$ cat src/rtl/alu_mul_sequencer.sv
// rtl/alu_mul_sequencer.sv - shift-and-add MUL low word sequenced over the shared ALU
// Optional early termination on an exhausted multiplier: define MUL_EARLY_TERM_EN.
module alu_mul_sequencer #(
  parameter int WIDTH = 32
) (
  input  logic             clk,
  input  logic             rst,
  input  logic             start,
  input  logic [WIDTH-1:0] op_a,
  input  logic [WIDTH-1:0] op_b,
  output logic             busy,
  output logic             done,
  output logic [WIDTH-1:0] result,
  output logic [WIDTH-1:0] alu_a,
  output logic [WIDTH-1:0] alu_b,
  output logic [3:0]       alu_op,
  input  logic [WIDTH-1:0] alu_res
);

  localparam int IW = $clog2(WIDTH) + 1;

  localparam logic [3:0] OP_ADD = 4'b0000;
  localparam logic [3:0] OP_SLL = 4'b0001;
  localparam logic [3:0] OP_SRL = 4'b0101;

  typedef enum logic [2:0] {
    S_IDLE,
    S_ADD,
    S_SHL,
    S_SHR,
    S_DONE
  } state_t;

  state_t           state_q, state_d;
  logic [WIDTH-1:0] acc_q, acc_d;
  logic [WIDTH-1:0] mcand_q, mcand_d;
  logic [WIDTH-1:0] mplier_q, mplier_d;
  logic [IW-1:0]    iter_q, iter_d;
  logic [WIDTH-1:0] result_q, result_d;

  logic [IW-1:0]    iter_inc;
  logic             sr_finish;

  assign iter_inc = iter_q + IW'(1);

  // alu_res during SHR is the shifted multiplier, so a zero means no set bits remain.
`ifdef MUL_EARLY_TERM_EN
  assign sr_finish = (iter_inc == IW'(WIDTH)) || (alu_res == '0);
`else
  assign sr_finish = (iter_inc == IW'(WIDTH));
`endif

  always_ff @(posedge clk or posedge rst) begin
    if (rst) begin
      state_q  <= S_IDLE;
      acc_q    <= '0;
      mcand_q  <= '0;
      mplier_q <= '0;
      iter_q   <= '0;
      result_q <= '0;
    end else begin
      state_q  <= state_d;
      acc_q    <= acc_d;
      mcand_q  <= mcand_d;
      mplier_q <= mplier_d;
      iter_q   <= iter_d;
      result_q <= result_d;
    end
  end

  always_comb begin
    state_d  = state_q;
    acc_d    = acc_q;
    mcand_d  = mcand_q;
    mplier_d = mplier_q;
    iter_d   = iter_q;
    result_d = result_q;
    alu_a    = '0;
    alu_b    = '0;
    alu_op   = OP_ADD;
    unique case (state_q)
      S_IDLE: begin
        if (start) begin
          acc_d    = '0;
          mcand_d  = op_a;
          mplier_d = op_b;
          iter_d   = '0;
`ifdef MUL_EARLY_TERM_EN
          if (op_b == '0) begin
            state_d  = S_DONE;
            result_d = '0;
          end else begin
            state_d = op_b[0] ? S_ADD : S_SHL;
          end
`else
          state_d = op_b[0] ? S_ADD : S_SHL;
`endif
        end
      end
      S_ADD: begin
        alu_a   = acc_q;
        alu_b   = mcand_q;
        alu_op  = OP_ADD;
        acc_d   = alu_res;
        state_d = S_SHL;
      end
      S_SHL: begin
        alu_a   = mcand_q;
        alu_b   = WIDTH'(1);
        alu_op  = OP_SLL;
        mcand_d = alu_res;
        state_d = S_SHR;
      end
      S_SHR: begin
        alu_a    = mplier_q;
        alu_b    = WIDTH'(1);
        alu_op   = OP_SRL;
        mplier_d = alu_res;
        iter_d   = iter_inc;
        if (sr_finish) begin
          state_d  = S_DONE;
          result_d = acc_q;
        end else begin
          state_d = alu_res[0] ? S_ADD : S_SHL;
        end
      end
      S_DONE: begin
        state_d = S_IDLE;
      end
      default: begin
        state_d = S_IDLE;
      end
    endcase
  end

  assign busy   = (state_q != S_IDLE);
  assign done   = (state_q == S_DONE);
  assign result = result_q;

endmodule
$ cat config.mk
export PLATFORM = sky130hd
export DESIGN_NAME = alu_mul_sequencer
export DESIGN_NICKNAME = d
export VERILOG_FILES = /design/src/rtl/alu_mul_sequencer.sv
export SDC_FILE = /design/constraint.sdc
export NUM_CORES = 1
export LEC_CHECK = 0
export BUFFER_PORTS_ARGS = -buffer_cell sky130_fd_sc_hd__buf_2
export CAP_MARGIN = 20
export CORE_AREA = 8 8 131 133
export DETAILED_ROUTE_END_ITERATION = 7
export DIE_AREA = 0 0 139 141
export PLACE_DENSITY = 0.74
export RECOVER_POWER = 100
export REMOVE_ABC_BUFFERS = 1
export SLEW_MARGIN = 20
export SYNTH_ARGS = -nofsm -noshare
export SYNTH_HDL_FRONTEND = slang
export SYNTH_SLANG_ARGS = --single-unit
export TNS_END_PERCENT = 10
$ cat constraint.sdc
create_clock -name clk -period 3.6 [get_ports clk]
set_input_delay 0 -clock clk [delete_from_list [all_inputs] [get_ports clk]]
set_output_delay 0 -clock clk [all_outputs]
set_load 0.005 [all_outputs]
After elaboration in Yosys (flattened, before gate mapping)

Index checks and enable logic that the tools add are counted.

Logic and storage cells: 39
Output and inout bits: 102
Register bits after elaboration: 137
Input port bits: 99

Reductions and logical operators: 10
Mux-type cells: 16
Equal/unequal tests: 6
Add/subtract/negate cells: 1

Operators with widths:

| cell                                                 | count |
|---|---|
| case mux 32 bit (2 select lines)                     | 4 |
| 2-to-1 mux 32 bit                                    | 3 |
| case mux 32 bit (3 select lines)                     | 1 |
| case mux 3 bit (4 select lines)                      | 1 |
| case mux 6 bit (2 select lines)                      | 1 |
| AND reduction 2 bit                                  | 4 |
| adder 6 x 1 -> 6 bit (second input constant)         | 1 |
| equality test 3 x 2 -> 1 bit (second input constant) | 2 |
| equality test 6 bit (second input constant)          | 1 |
| 2-to-1 mux 3 bit                                     | 2 |
| 2-to-1 mux 6 bit                                     | 1 |
| case mux 3 bit (2 select lines)                      | 1 |
| nonzero test 2 bit                                   | 3 |
| 2-to-1 mux 2 bit                                     | 2 |
| equality test 3 x 1 -> 1 bit (second input constant) | 1 |
| equality test 3 bit (second input constant)          | 1 |
| logical NOT 3 bit                                    | 1 |
| nonzero test 3 bit                                   | 1 |
| != test 2 bit (second input constant)                | 1 |
| OR reduction 2 bit                                   | 1 |

Depth between registers and ports, before layout

Gate-level depths: netlist of the first run.

Word-level depth: 4
Mapped depth: 7
Mapped depth without buffers: 6

Least setup slack after synthesis of the first run

Ideal clock, no wire load.

Path kind: register to register
From: register iter_q[0]
To: register result_q[28], in the netlist result[28]
Period minus slack after synthesis: 1.688 ns
Library setup time: 0.125 ns
Buffers on the path: 1
Data required time: 3.475 ns
Cell stages (with the launch flop): 8
Slack: 1.912 ns
Data arrival time: 1.563 ns
Path through: dfrtp_1 ha_1 nand3_1 o21ai_1 nand3_2 buf_8 inv_4 mux2_4

Cells in the longest elaborated chain, start to end: 3

RTL lines:

| what                                 | line | text |
|---|---|---|
| from (decl)                          | 38   | `logic [IW-1:0] iter_q, iter_d;` |
| from (signal assigned)               | 66   | `iter_q <= iter_d;` |
| adder 6 x 1 -> 6 bit                 | 44   | `assign iter_inc = iter_q + IW'(1);` |
| equality test 6 bit                  | 50   | `assign sr_finish = (iter_inc == IW'(WIDTH));` |
| AND reduction 2 bit (no source line) | --   |  |
| to (signal assigned)                 | 67   | `result_q <= result_d;` |
| to (decl)                            | 39   | `logic [WIDTH-1:0] result_q, result_d;` |

No other way between the ends.
A chain may end at the register's enable or synchronous reset.

Worst setup path in the final report of the first run

From: register state_q[1]
To: output alu_b[2]

Cells in the longest elaborated chain, start to end: 3
Elaborated cells on any way between the ends: 5
Classes of those cells: eq/ne (3); mux (1); reduce/logical (1)

RTL lines:

| what                                | line | text |
|---|---|---|
| from (decl)                         | 34   | `state_t state_q, state_d;` |
| from (signal assigned)              | 62   | `state_q <= state_d;` |
| equality test 3 x 2 -> 1 bit        | 81   | `unique case (state_q)` |
| OR reduction 2 bit (no source line) | --   |  |
| case mux 32 bit (2 select lines) *  | 81   |  |
| to (decl)                           | 15   | `output logic [WIDTH-1:0] alu_b,` |

Mark *: on every way between the ends. The rest lies on a longest branch, timed or not.

==> metrics.md, run 1 <==
| Metric | Value |
|---|---|
| Status | finished, violations left |
| Failing checks | max-capacitance violations, max-slew violations |
| Clk_skew | 0.006772 ns |
| Max clock buf depth | 2 |
| Sequential-to-total area share from yosys stat | 0.4922 |
| Critical Path RT | 3.60 ns |
| Final #Nets | 1007 |
| Row count | 45 |
| Clock latency on the worst-skew pair | 0.42 ns |
| Worst-margin pin slew | 1.981 ns |
| CTS Buf Count | 17 |
| Met3 global-route usage | 0.07427 |
| # fillers | 1211 |
| Post-Synthesis Cell Area | 6965 sq um |
| Async SR Flop Fraction | 1.000 |
| TritonCTS clock tree | done |
| Dominant cells by area after synthesis | dfrtp_1 49%, mux2i_1 9.2%, mux2_4 6.9% |
| Hold Crit Class | in2reg |
| Met1 Usage GRT | 0.2689 |
| Initial antenna violation count | 0 |
| CTS Root Cell | clkbuf_16 |
| Synth top area share | 0.4922 |
| Detail-routed via count per cell | 5.501 |
| Post-synth top area cell | dfrtp_1 |
| DRT iter0 DRCs | 323 |
| Final hold vios | 0 |
| VDD IR max | 524.5 uV |
| Yosys cell types | 40 |
| DIE AREA | 19600 sq um |
| Worst Setup Slack, final | 0.5746 ns |
| Routed len/inst | 19.96 um |
| Routed wire length | 22120 um |
| Starting Density | 0.4651 |
| Finished Layout Cells | 1108 |
| Setup WS pre-CTS | 1.094 ns |
| Relative max-transition margin | -0.3209 |
| Post_cts resized | 0 |
| Synthesized instance count | 635 |
| CTS Sinks | 137 |
| Largest stage delay, worst path | 1.12 ns |
| GR Util All Layers | 0.2249 |
| CP endpoint kind | output pin |
| Avg Cell Area, Syn | 10.97 sq um |
| Final Slew Violations | 93 |
| GR Layer Usage met2 | 0.3703 |
| Die W | 139 um |
| First-pass GRT wire length | 34880 um |
| Die H | 141 um |
| Maximum capacitance violations | 1 |
| Ys flop type | dfrtp_1 |
| Routability cong. | 0.8197 |
| Max Freq | 0.3305 GHz |
| Largest net degree at the start of global routing | 93 |
| Initial DRT Pass Iterations | 4 |
| Gr ovfl total | 0 |
| Total power divided by cell area | 834.3 nW/um^2 |
| Tcrit/Tclk final | 0.8404 |
| Post-synthesis sequential element count | 137 |
| WP data arrival | 3.03 ns |
| DRC errors left | 0 |
| Crit path max fanout | 24 |
| Critical Setup Path Class | reg2out |
| CP max-delay cell | nor2_1 |
| Share of cells above drive strength 1 | 0.2109 |
| Clk slew on worst S/H paths | 0.06 ns |
| GR peak layer | met2 |
| # diodes | 0 |
| # port buffers | 198 |
| Startpoint types | flop |
| Core area | 14980 sq um |
| Post-DP HPWL | 13790 um |
| RSZ-0062 raised after global routing | false |
| Vias | 6095 |
| Leakage | 4.636 nW |
| H-tree depth | 4 |
| Fin crit period | 3.025 ns |
| Number of synthesized flops with an enable pin | 0 |
| Final setup violation count | 0 |
| # IOs | 201 |
| Final ANT Viol Nets | 0 |
| Multi-input logic area | 3109 sq um |
| Placed cell count | 978 |
| Critical Path, Cell by Cell | nor2_1 > buf_4 > and3_1 > buf_2 |
| Syn. warnings | 0 |
| Vias in the first global route | 6412 |
| Register Area | 3431 sq um |
| Layout area overhead | 34.87% |
critical path: cells and delay by family, from the launching register on:
family / cells / cell delay, ns
buf+inv: 2 / 0.53
flops: 1 / 0.72
simple gates: 2 / 1.34
area by class of cell:
cell class / count / share of cell area
repair buffers: 311 / 0.2098
inverters: 3 / 0.001731
clock buffers: 24 / 0.05234
clock inverters: 8 / 0.01492
multi-input cells: 437 / 0.3310
flip-flops and latches: 137 / 0.3652
well taps: 188 / 0.02504
timing repair:
action,in CTS,in global routing
buffers inserted,0,0
hold buffers,98,0
endpoints found under the hold margin,188,0
final timing paths:
check / to / cells after the start / startpoint / slack [ns]
max reg2reg: result[29]$_DFFE_PP0P_ / 6 / state_q[1]$_DFFE_PP0P_ / 0.63
min in group asynchronous: mcand_q[9]$_DFFE_PP0P_ / 3 / rst / 0.72
max: alu_b[2] / 4 / state_q[1]$_DFFE_PP0P_ / 0.57
max in group asynchronous: result[23]$_DFFE_PP0P_ / 4 / rst / 0.97
min reg2reg: mplier_q[25]$_DFFE_PP0P_ / 2 / mplier_q[25]$_DFFE_PP0P_ / 0.47
min: state_q[0]$_DFFE_PP0P_ / 3 / start / 0.01
state kept, by name (all words and copies together) (netlist names):
name / flops
iter_q: 6
state_q: 3
acc_q: 32
result: 32
mplier_q: 32
mcand_q: 32
layer usage:
metal  wire, um  vias up
met3       1482       45
li1           -     2818
met5          0        -
met1       9546     2991
met4        512        0
met2      10580      241
cells by family after synthesis:
kind of cell	count (synthesis)	synth area share
AOI/OAI and AO/OA	149	0.1390
xor gates and xnor gates	2	0.002515
adders and majority gates	1	0.001796
buffers and inverters	62	0.04868
DFF	137	0.4922
muxes	128	0.2127
other	1	0.0005384
and+or+nand+nor	155	0.1026
stage by stage:
step / instance area, sq um / power [mW] / util / hold slack (ns) / TNS, ns
6_report: 9394 / 7.838 / 0.6272 / 0.01442 / 0
5_1_grt: 9394 / 8.377 / 0.6272 / 0.04485 / 0
4_1_cts: 9664 / 7.979 / 0.6453 / 0.01123 / 0
3_5_place_dp: 8051 / 5.999 / 0.5376 / 0.2319 / 0
3_3_place_gp: 8051 / 5.908 / 0.5376 / 0.2241 / 0
2_1_floorplan: 6644 / 4.692 / - / 0.1399 / -42.38
cell usage in the layout (no fill, tap or decap), types with 3 or more instances in the layout:
master | netlist | routed
dfrtp_1 | 137 | 135
buf_2 | 20 | 110
dlygate4sd3_1 | 0 | 98
clkbuf_1 | 25 | 93
nand2_1 | 70 | 70
o21ai_0 | 55 | 68
mux2i_1 | 64 | 64
nor2_1 | 36 | 36
a22o_1 | 33 | 33
mux2_2 | 32 | 32
a22oi_1 | 32 | 32
and3_1 | 31 | 31
mux2_1 | 0 | 30
clkbuf_16 | 0 | 17
buf_4 | 6 | 9
o21ai_1 | 19 | 5
nand3_1 | 4 | 4
clkbuf_8 | 0 | 4
bufinv_16 | 0 | 4
clkinv_2 | 0 | 4
a31oi_1 | 3 | 3
synthesized netlist by cell type (all sizes together) (3+ instances only):
cell type and n:
dfrtp 137, o21ai 74, nand2 70, mux2 64, mux2i 64, nor2 36
buf 34, a22o 33, a22oi 32, and3 32, clkbuf 25, nand3 5
a31oi 3, and2 3, inv 3, nor2b 3
where the power goes:
part | leakage [nW] | switching [mW] | internal, mW | total (mW)
registers | 1.75 | 0.455 | 2.11 | 2.56
clock network | 0.314 | 0.642 | 1.23 | 1.87
logic | 2.57 | 1.91 | 1.50 | 3.40
No activity file was read; power rests on OpenSTA's default activity.
==> run 2: changes to the inputs <==
==> constraint.sdc (replaced) <==
create_clock -name clk -period 2.7 [get_ports clk]
set_input_delay 0 -clock clk [delete_from_list [all_inputs] [get_ports clk]]
set_output_delay 0 -clock clk [all_outputs]
set_load 0.005 [all_outputs]
==> run 2 against run 1 <==
Net effect:
- the run now ends clean
- design area up 0.81%
- final cell count up 0.27%
- global-route usage up 0.54 points
- non-clock buffer count up 2
- count of clock-buffer cells in the layout down 5
- sequential power up 32%
- clock skew about the same
- power up 35%
- setup slack worse by 0.39 ns
- combinational power up 39%
- core utilization up 0.51 points
- critical path depth up 1
==> metrics.md, run 2 (same netlist as run 1, synthesis figures left out) <==
| Metric | Value |
|---|---|
| Status | finished clean |
| H-tree depth | 4 (unchanged) |
| Routed wire length | 22340 um (+0.99%) |
| # IOs | 201 (unchanged) |
| Worst Setup Slack, final | 0.1803 ns (-0.3942 ns) |
| Max clock buf depth | 2 (unchanged) |
| Clk slew on worst S/H paths | 0.06 ns (about the same) |
| DRC errors left | 0 (unchanged) |
| VDD IR max | 647.7 uV (+23%) |
| Startpoint types | flop |
| CTS Buf Count | 17 (unchanged) |
| Post-DP HPWL | 13690 um (-0.72%) |
| Placed cell count | 979 (+0.10%) |
| Initial antenna violation count | 1 (+1) |
| Met1 Usage GRT | 0.2725 (+0.003653) |
| Final setup violation count | 0 (unchanged) |
| R2R depth | 5 (-1) |
| Vias | 6188 (+1.5%) |
| DRT iter0 DRCs | 356 (+10%) |
| Share of cells above drive strength 1 | 0.2299 (+0.01907) |
| RSZ-0062 raised after global routing | false |
| Fin area | 9470 sq um (+0.81%) |
| Hold Path Depth | 3 (unchanged) |
| Routability cong. | 0.7828 (-4.5%) |
| CTS Sinks | 137 (unchanged) |
| Row count | 45 (unchanged) |
| Die H | 141 um (unchanged) |
| Total power divided by cell area | 1115 nW/um^2 (+34%) |
| Setup TNS | 0 ns (unchanged) |
| Core area | 14980 sq um (unchanged) |
| Register Area | 3435 sq um (+0.11%) |
| Fin crit period | 2.520 ns |
| Tcrit/Tclk final | 0.9332 |
| Detail-routed via count per cell | 5.570 (+1.3%) |
| TritonCTS clock tree | done |
| First-pass GRT wire length | 36110 um (+3.5%) |
| Multi-input logic area | 3122 sq um (+0.40%) |
| Clock latency on the worst-skew pair | 0.41 ns (about the same) |
| PnR Total Power | 10.56 mW (+35%) |
| DIE AREA | 19600 sq um (unchanged) |
| Largest net degree at the start of global routing | 70 (-25%) |
| Die W | 139 um (unchanged) |
| Final #Nets | 1009 (+0.20%) |
| Area of placed instances | 8097 sq um (+0.56%) |
| Layout area overhead | 35.96% |
| Starting Density | 0.4651 (unchanged) |
| Routed len/inst | 20.11 um (+0.72%) |
| GR peak layer | met2 |
| Max Freq | 0.3969 GHz |
| GR Layer Usage met2 | 0.3913 (+0.02099) |
| GR Util All Layers | 0.2303 (+0.005379) |
| Crit path max fanout | 32 (+33%) |
| Min Hold Slack | 0.03687 ns (+0.02244 ns) |
| Final hold vios | 0 (unchanged) |
| Worst-margin pin slew | 1.145 ns (-0.8363 ns) |
| Hold Crit Class | in2reg |
| Utilization after layout | 0.6323 (+0.005096) |
| Most common cell after layout, fill and taps aside | dfrtp_1 |
| # fillers | 1225 (+1.2%) |
| Clk_skew | 0.006790 ns (+0.00001832 ns) |
| Critical Path RT | 2.99 ns (-0.61 ns) |
| Setup WS pre-CTS | 0.4745 ns (-0.6197 ns) |
| Final Slew Violations | 0 (-100%) |
| CTS Root Cell | clkbuf_16 |
| Maximum capacitance violations | 0 (-1) |
| WP data arrival | 2.81 ns (-0.22 ns) |
| Gr ovfl total | 0 (unchanged) |
| Relative max-transition margin | 0.2366 (+0.5576) |
| Leakage | 4.686 nW (+1.1%) |
| Initial DRT Pass Iterations | 5 (+1) |
| Met3 global-route usage | 0.08035 (+0.006077) |
| # port buffers | 198 (unchanged) |
| Final ANT Viol Nets | 0 (unchanged) |
| Finished Layout Cells | 1111 (+0.27%) |
| CP endpoint kind | flop |
| Critical Setup Path Class | reg2reg |
| Vias in the first global route | 6553 (+2.2%) |
| Highest-count cells in the layout ignoring fill and taps | 134 x dfrtp_1, 117 x buf_2, 99 x dlygate4sd3_1 |
## run 2: changes by cell type in the layout (fill, tap and decap cells not counted), moves of 2 or more
cell        change
clkbuf_1       -16
buf_2           +7
buf_12          +3
o21ai_1         -2
clkbuf_2        +6
buf_4           -5
clkinvlp_4      +2
buf_1           +2
clkbuf_8        -3
## run 2: final cells by class
type | instances | share of cell area
sequential | 137 | 0.3627
multi-input combinational | 437 | 0.3296
timing repair buffer | 313 | 0.2156
antenna | 1 | 0.0002642
inverter | 3 | 0.001585
tap | 188 | 0.02484
clock buffer | 19 | 0.04677
clock inverter | 13 | 0.01863
## run 2: worst paths after layout
check	startpoint	to	slack, ns
max	state_q[2]$_DFFE_PP0P_	acc_q[28]$_DFFE_PP0P_	0.18
min	start	state_q[0]$_DFFE_PP0P_	0.04
max reg2reg	state_q[2]$_DFFE_PP0P_	acc_q[28]$_DFFE_PP0P_	0.18
min reg2reg	mplier_q[18]$_DFFE_PP0P_	mplier_q[18]$_DFFE_PP0P_	0.47
max in group asynchronous	rst	state_q[1]$_DFFE_PP0P_	0.76
min in group asynchronous	rst	acc_q[13]$_DFFE_PP0P_	0.33
## run 2: what timing repair did
item | CTS | global route
hold buffers | 99 | 0
endpoints found under the setup margin | 0 | 3
endpoints found under the hold margin | 189 | 0
resized for setup | 0 | 2
buffers inserted | 0 | 0
## run 2: where the power goes
| part | internal, mW | switching, mW |
|---|---|---|
| Combinational | 2.07 | 2.65 |
| Clock | 1.56 | 0.896 |
| Sequential | 2.82 | 0.565 |
| Total | 6.45 | 4.11 |
## run 2: routing by layer
| metal | part of all wire | wire length [um] |
|---|---|---|
| met1 | 0.41 | 9122 |
| met2 | 0.49 | 10920 |
| met3 | 0.088 | 1974 |
| met4 | 0.015 | 325 |
| met5 | 0 | 0 |
## run 2: worst max-delay path, stage by stage (launching register included)
cell	delay (ns)
dfrtp_2	0.51
clkbuf_2	0.29
nor2_2	0.16
clkbuf_2	0.62
o21ai_4	0.46
a22o_1	0.34
